## src/rtl/stg_pkg.sv

```systemverilog
// Shared definitions for the STG playfield: phase and bullet-pattern codes,
// playfield limits and default boss home position.
package stg_pkg;

   typedef enum logic [2:0] {
      PhIdle   = 3'd0,
      PhEnter  = 3'd1,
      PhSweepR = 3'd2,
      PhSweepL = 3'd3,
      PhDead   = 3'd4
   } phase_e;

   typedef enum logic [1:0] {
      PatAimed  = 2'd0,
      PatRing   = 2'd1,
      PatSpiral = 2'd2
   } pattern_e;

   localparam int unsigned MAX_X      = 384;
   localparam int unsigned MAX_Y      = 448;
   localparam int unsigned X_HOME_DEF = 192;
   localparam int unsigned Y_HOME_DEF = 100;

   // Bullet pattern escalates as the boss loses health.
   function automatic pattern_e pattern_from_health(input logic [7:0] health,
                                                    input int unsigned life_init);
      if (32'(health) > life_init / 2) begin
         return PatAimed;
      end else if (32'(health) > life_init / 4) begin
         return PatRing;
      end else begin
         return PatSpiral;
      end
   endfunction

endpackage

```

## src/rtl/tick_divider.sv

```systemverilog
// Free-running divider: tick is high for one clk_in cycle out of every DIV.
module tick_divider #(
   parameter int unsigned DIV = 5000000
) (
   input  logic clk_in,
   input  logic reset,
   output logic tick
);

   localparam int unsigned CW = (DIV > 1) ? $clog2(DIV) : 1;
   localparam logic [CW-1:0] Last = CW'(DIV - 1);

   logic [CW-1:0] cnt_q, cnt_d;

   assign tick = (cnt_q == Last);

   always_comb begin
      cnt_d = tick ? '0 : cnt_q + CW'(1);
   end

   always_ff @(posedge clk_in or posedge reset) begin
      if (reset) begin
         cnt_q <= '0;
      end else begin
         cnt_q <= cnt_d;
      end
   end

endmodule

```

## src/rtl/boss_phase_sequencer.sv

```systemverilog
// Boss encounter sequencer: entry, left/right sweep and death phases, health
// tracking, and bullet spawn requests over a valid/ready handshake.
module boss_phase_sequencer
   import stg_pkg::*;
#(
   parameter int unsigned TICK_DIV    = 5000000,
   parameter int unsigned X_HOME      = X_HOME_DEF,
   parameter int unsigned Y_HOME      = Y_HOME_DEF,
   parameter int unsigned X_MIN       = 64,
   parameter int unsigned X_MAX       = 320,
   parameter int unsigned LIFE_INIT   = 20,
   parameter int unsigned FIRE_PERIOD = 30
) (
   input  logic       clk_in,
   input  logic       reset,
   input  logic       start,
   input  logic       hit,
   input  logic       spawn_ready,
   output logic       spawn_valid,
   output logic [1:0] spawn_pattern,
   output logic [9:0] spawn_x,
   output logic [9:0] spawn_y,
   output logic [9:0] boss_x,
   output logic [9:0] boss_y,
   output logic [7:0] health,
   output logic [2:0] phase,
   output logic       active,
   output logic       die,
   output logic       frame_tick
);

   localparam int unsigned FCW = (FIRE_PERIOD > 1) ? $clog2(FIRE_PERIOD) : 1;
   localparam logic [FCW-1:0] FireLast = FCW'(FIRE_PERIOD - 1);
   localparam logic [9:0]     XHome    = 10'(X_HOME);
   localparam logic [9:0]     YHome    = 10'(Y_HOME);
   localparam logic [9:0]     XMin     = 10'(X_MIN);
   localparam logic [9:0]     XMax     = 10'(X_MAX);
   localparam logic [7:0]     LifeInit = 8'(LIFE_INIT);

   phase_e         phase_q, phase_d;
   logic [9:0]     boss_x_q, boss_x_d, boss_y_q, boss_y_d;
   logic [7:0]     health_q, health_d;
   logic [FCW-1:0] fire_cnt_q, fire_cnt_d;
   logic           hit_d_q, hit_d_d;
   logic           spawn_valid_q, spawn_valid_d;
   pattern_e       spawn_pattern_q, spawn_pattern_d;
   logic [9:0]     spawn_x_q, spawn_x_d, spawn_y_q, spawn_y_d;
   logic           fire_evt;
   logic           hit_edge;

   tick_divider #(
      .DIV (TICK_DIV)
   ) u_tick_divider (
      .clk_in (clk_in),
      .reset  (reset),
      .tick   (frame_tick)
   );

   assign hit_edge = hit & ~hit_d_q;

   always_comb begin
      phase_d         = phase_q;
      boss_x_d        = boss_x_q;
      boss_y_d        = boss_y_q;
      health_d        = health_q;
      fire_cnt_d      = fire_cnt_q;
      hit_d_d         = hit;
      spawn_valid_d   = spawn_valid_q;
      spawn_pattern_d = spawn_pattern_q;
      spawn_x_d       = spawn_x_q;
      spawn_y_d       = spawn_y_q;
      fire_evt        = 1'b0;

      if (spawn_valid_q && spawn_ready) begin
         spawn_valid_d = 1'b0;
      end

      case (phase_q)
         PhIdle: begin
            if (start) begin
               phase_d    = PhEnter;
               health_d   = LifeInit;
               boss_x_d   = XHome;
               boss_y_d   = '0;
               fire_cnt_d = '0;
            end
         end
         PhEnter: begin
            if (frame_tick) begin
               boss_y_d = boss_y_q + 10'd1;
               if (boss_y_d == YHome) begin
                  phase_d = PhSweepR;
               end
            end
         end
         PhSweepR, PhSweepL: begin
            if (frame_tick) begin
               if (phase_q == PhSweepR) begin
                  boss_x_d = boss_x_q + 10'd1;
                  if (boss_x_d == XMax) begin
                     phase_d = PhSweepL;
                  end
               end else begin
                  boss_x_d = boss_x_q - 10'd1;
                  if (boss_x_d == XMin) begin
                     phase_d = PhSweepR;
                  end
               end
               if (fire_cnt_q == FireLast) begin
                  fire_cnt_d = '0;
                  fire_evt   = 1'b1;
               end else begin
                  fire_cnt_d = fire_cnt_q + FCW'(1);
               end
            end
            // Pending check uses the registered valid, so a transfer edge drops a new event.
            if (fire_evt && !spawn_valid_q) begin
               spawn_valid_d   = 1'b1;
               spawn_x_d       = boss_x_q;
               spawn_y_d       = boss_y_q;
               spawn_pattern_d = pattern_from_health(health_q, LIFE_INIT);
            end
            if (hit_edge && (health_q != 8'd0)) begin
               health_d = health_q - 8'd1;
               if (health_q == 8'd1) begin
                  phase_d       = PhDead;
                  spawn_valid_d = 1'b0;
               end
            end
         end
         PhDead: begin
         end
         default: begin
            phase_d = PhIdle;
         end
      endcase
   end

   always_ff @(posedge clk_in or posedge reset) begin
      if (reset) begin
         phase_q         <= PhIdle;
         boss_x_q        <= XHome;
         boss_y_q        <= '0;
         health_q        <= LifeInit;
         fire_cnt_q      <= '0;
         hit_d_q         <= 1'b0;
         spawn_valid_q   <= 1'b0;
         spawn_pattern_q <= PatAimed;
         spawn_x_q       <= '0;
         spawn_y_q       <= '0;
      end else begin
         phase_q         <= phase_d;
         boss_x_q        <= boss_x_d;
         boss_y_q        <= boss_y_d;
         health_q        <= health_d;
         fire_cnt_q      <= fire_cnt_d;
         hit_d_q         <= hit_d_d;
         spawn_valid_q   <= spawn_valid_d;
         spawn_pattern_q <= spawn_pattern_d;
         spawn_x_q       <= spawn_x_d;
         spawn_y_q       <= spawn_y_d;
      end
   end

   assign phase         = phase_q;
   assign boss_x        = boss_x_q;
   assign boss_y        = boss_y_q;
   assign health        = health_q;
   assign spawn_valid   = spawn_valid_q;
   assign spawn_pattern = spawn_pattern_q;
   assign spawn_x       = spawn_x_q;
   assign spawn_y       = spawn_y_q;
   assign active        = (phase_q == PhEnter) || (phase_q == PhSweepR) || (phase_q == PhSweepL);
   assign die           = (phase_q == PhDead);

endmodule

```

## config.mk

```make
export PLATFORM = sky130hd
export DESIGN_NAME = boss_phase_sequencer
export DESIGN_NICKNAME = d
export VERILOG_FILES = /design/src/rtl/stg_pkg.sv /design/src/rtl/tick_divider.sv /design/src/rtl/boss_phase_sequencer.sv
export SDC_FILE = /design/constraint.sdc
export NUM_CORES = 1
export LEC_CHECK = 0
export CAP_MARGIN = 10
export CORE_UTILIZATION = 51
export CTS_BUF_LIST = sky130_fd_sc_hd__clkbuf_4 sky130_fd_sc_hd__clkbuf_8
export CTS_CLUSTER_SIZE = 16
export DETAILED_ROUTE_END_ITERATION = 10
export PLACE_DENSITY = 0.78
export SETUP_SLACK_MARGIN = 0.2
export SKIP_LAST_GASP = 1
export SYNTH_ARGS = -nofsm -noshare
export SYNTH_HDL_FRONTEND = slang
export SYNTH_SLANG_ARGS = --single-unit
```

## constraint.sdc

```tcl
create_clock -name clk_in -period 2.5 [get_ports clk_in]
set_input_delay 0.25 -clock clk_in [delete_from_list [all_inputs] [get_ports clk_in]]
set_output_delay 0.25 -clock clk_in [all_outputs]
set_load 0.01 [all_outputs]
```

==> summary.txt <==
Floorplan
  • Die width: 96.0 um
  • CORE AREA: 0.00838 mm^2
  • Vert. Die Dim: 96.0 um
  • Initial Utilization: 0.538
  • Die footprint: 0.00921 mm^2
  • Cell Rows: 33
  • Num ports: 62

Global routing
  • Overflow after GRT: 0
  • Global-route wire length before repair: 17600 um
  • GRT Total Usage: 0.250
  • Initial antenna violation count: 0
  • Largest net degree at the start of global routing: 66
  • Vias in the first global route: 3618

Logic synthesis
  • Primary FF master, synth: dfrtp_1
  • Post-synthesis async set-or-reset flop share: 1.00
  • Post-synth EDFFs: 0
  • Register area share after synthesis: 0.462
  • Synth area leader: dfrtp_1
  • Cell Area, Synth: 0.00451 mm^2
  • Seq cells post-synth: 83
  • Syn Area/Cell: 9.53 um^2
  • Post-Syn Instances: 473
  • Synth cell types: 59
  • Commonest cells post-synth: dfrtp_1 (79), nand2_1 (46), nor2_1 (40), o21ai_0 (38), nand3_1 (21)
  • Synth warn: 0
  • Synth top area cells: dfrtp_1 (44%), mux2_2 (4.2%), o21ai_0 (4.2%), nand2_1 (3.8%), nor2_1 (3.3%)
  • Mapped Nets: 488
  • Top-count cell post-synth: dfrtp_1
  • Synth top area share: 0.439

Pwr
  • Sequential share of power: 0.497
  • Clock power share: 0.324
  • Worst VDD drop: 306 uV
  • LEAKAGE: 2.50 nW
  • Sw Ratio: 0.282
  • Power Density: 542 mW/mm^2
  • Total power: 3.12 mW
  • Logic gate share of total power: 0.179
  • Switching power: 0.879 mW
  • Int Pwr: 2.24 mW

Place
  • Placed wire-length estimate: 7300 um
  • PortBufs: 61
  • DP Cell Count: 639
  • Routability Congestion: 0.954

Critical path
  • CP Capture Type: register
  • Reg2reg setup slack: 0.14 ns
  • Reg-to-reg endpoint: spawn_x[5]
  • Worst Path Arrival: 2.58 ns
  • Startpoint Class: register
  • Crit-path max FO: 8
  • Setup CP Type: reg2reg
  • R2r startpoint: u_tick_divider.cnt_q[13]
  • R2R depth: 5
  • Required @ worst endpoint: 2.72 ns

STA
  • Final Slew Violations: 0
  • Worst-Margin Slew: 0.559 ns
  • Final setup violating endpoints: 0
  • Slew headroom: 0.626
  • Clock skew: 0.0140 ns
  • Sum of negative setup slack: 0 ns
  • Part of the cycle the worst path needs: 0.943
  • Post-layout min period: 2.36 ns
  • FMAX: 424 MHz
  • Final Hold Fails: 0
  • RSZ-0062 raised after global routing: true
  • Worst Hold Margin: 0.256 ns

Clock network
  • CTS tree: built
  • Clock Latency Late Sink: 0.35 ns
  • Clk slew on worst S/H paths: 0.09 ns
  • Sink Count: 83
  • Num CTS Buffers: 9
  • Max clock buf depth: 2
  • H-tree depth: 3
  • Root Driver: clkbuf_8

Routing
  • Iteration-0 DRC Markers: 279
  • Via count: 3920
  • DRC viols: 0
  • Final wirelength: 10800 um
  • DR vias/cell: 5.89
  • Routed Antenna Nets: 0
  • DR WL/cell: 16.2 um
  • DR pass1 iterations: 5

Cells and area
  • Post-Layout Cell Count: 666
  • Layout cells sized above 1: 0.184
  • Ant diodes: 0
  • P&R area growth vs syn: 27.7%
  • Nets: 572
  • Fin util: 0.687

Job
  • Max cap viols: 0

Hold path
  • Hold Crit Class: in2async

Run status
  • Status: completed
[layout by cell type, fill, tap and decap left out, types with 14 or more instances in the layout]
| cell | instances |
|---|---|
| o21ai_0 | 26 |
| nand2_1 | 42 |
| nand4_1 | 16 |
| buf_4 | 26 |
| nand3_1 | 20 |
| nor2_1 | 40 |
| o21ai_1 | 14 |
| clkdlybuf4s50_1 | 60 |
| xnor2_1 | 17 |
| dfrtp_1 | 79 |
| inv_1 | 17 |
| mux2_2 | 17 |
[metrics by stage]
step	instance area (um^2)	setup slack (ns)
after floorplan	4530	0.186
after global placement	5340	0.173
after detailed placement	5340	0.110
after CTS	5680	0.0847
after global routing	5760	0.0663
final	5760	0.144
[power groups by stage]
| stage | Clock, mW | Combinational, mW | Sequential (mW) |
|---|---|---|---|
| final | 1.01 | 0.559 | 1.55 |
| after floorplan | 0 | 0.311 | 1.56 |
| after CTS | 1.03 | 0.554 | 1.55 |
| after detailed placement | 0 | 0.548 | 1.58 |
| after global routing | 1.07 | 0.622 | 1.57 |
| after global placement | 0 | 0.543 | 1.57 |
[critical path, stage by stage, from the launching register on]
cell and delay [ns]:
dfrtp_1 0.39, or4b_4 0.57, nor4_4 0.34, nand3_4 0.15
or3_4 0.46, mux2_2 0.31
[area by class of cell]
class	instances	area, um^2
Tap cell	105	131
Clock inverter	2	35.0
Inverter	18	71.3
Multi-Input combinational cell	352	2380
Timing Repair Buffer	93	886
Sequential cell	83	2080
Clock buffer	13	173
Fill cell	631	2630
[cells by family after synthesis]
| group | share of synthesized area |
|---|---|
| AO/OA/AOI/OAI | 0.136 |
| XOR/XNOR | 0.0564 |
| adder cells (fa/ha/maj) | 0.0278 |
| buffers and inverters | 0.0375 |
| flip-flops | 0.462 |
| multiplexers | 0.0469 |
| AND/OR/NAND/NOR | 0.234 |
[worst max path at each step]
stage,from,end
after floorplan,u_tick_divider.cnt_q[10],spawn_x[2]
after global placement,u_tick_divider.cnt_q[15],spawn_y[6]
after detailed placement,u_tick_divider.cnt_q[15],spawn_x[5]
after CTS,u_tick_divider.cnt_q[15],spawn_x[5]
after global routing,u_tick_divider.cnt_q[13],spawn_x[2]
final,u_tick_divider.cnt_q[13],spawn_x[5]
[what timing repair did]
item	CTS	global route
gates resized for setup	14	30
hold buffers	0	0
cloned	2	0
pin swaps	7	12
endpoints found under the setup margin	35	45
buffers inserted	7	3
[per-layer routing]
| metal | vias to the layer above | global-route usage | share of wire |
|---|---|---|---|
| li1 | 1861 | - | - |
| met1 | 1888 | 0.341 | 0.45 |
| met2 | 154 | 0.404 | 0.48 |
| met3 | 17 | 0.0482 | 0.057 |
| met4 | 0 | 0.0721 | 0.012 |
| met5 | - | 0 | 0 |
[registers in the layout, indices dropped and copies added, names as in the netlist]
name,cells
boss_x,10
boss_y,10
fire_cnt_q,5
health,8
hit_d_q,1
phase,3
spawn_pattern,2
spawn_valid,1
spawn_x,10
spawn_y,10
u_tick_divider.cnt_q,23
No activity file was read; power rests on OpenSTA's default activity.
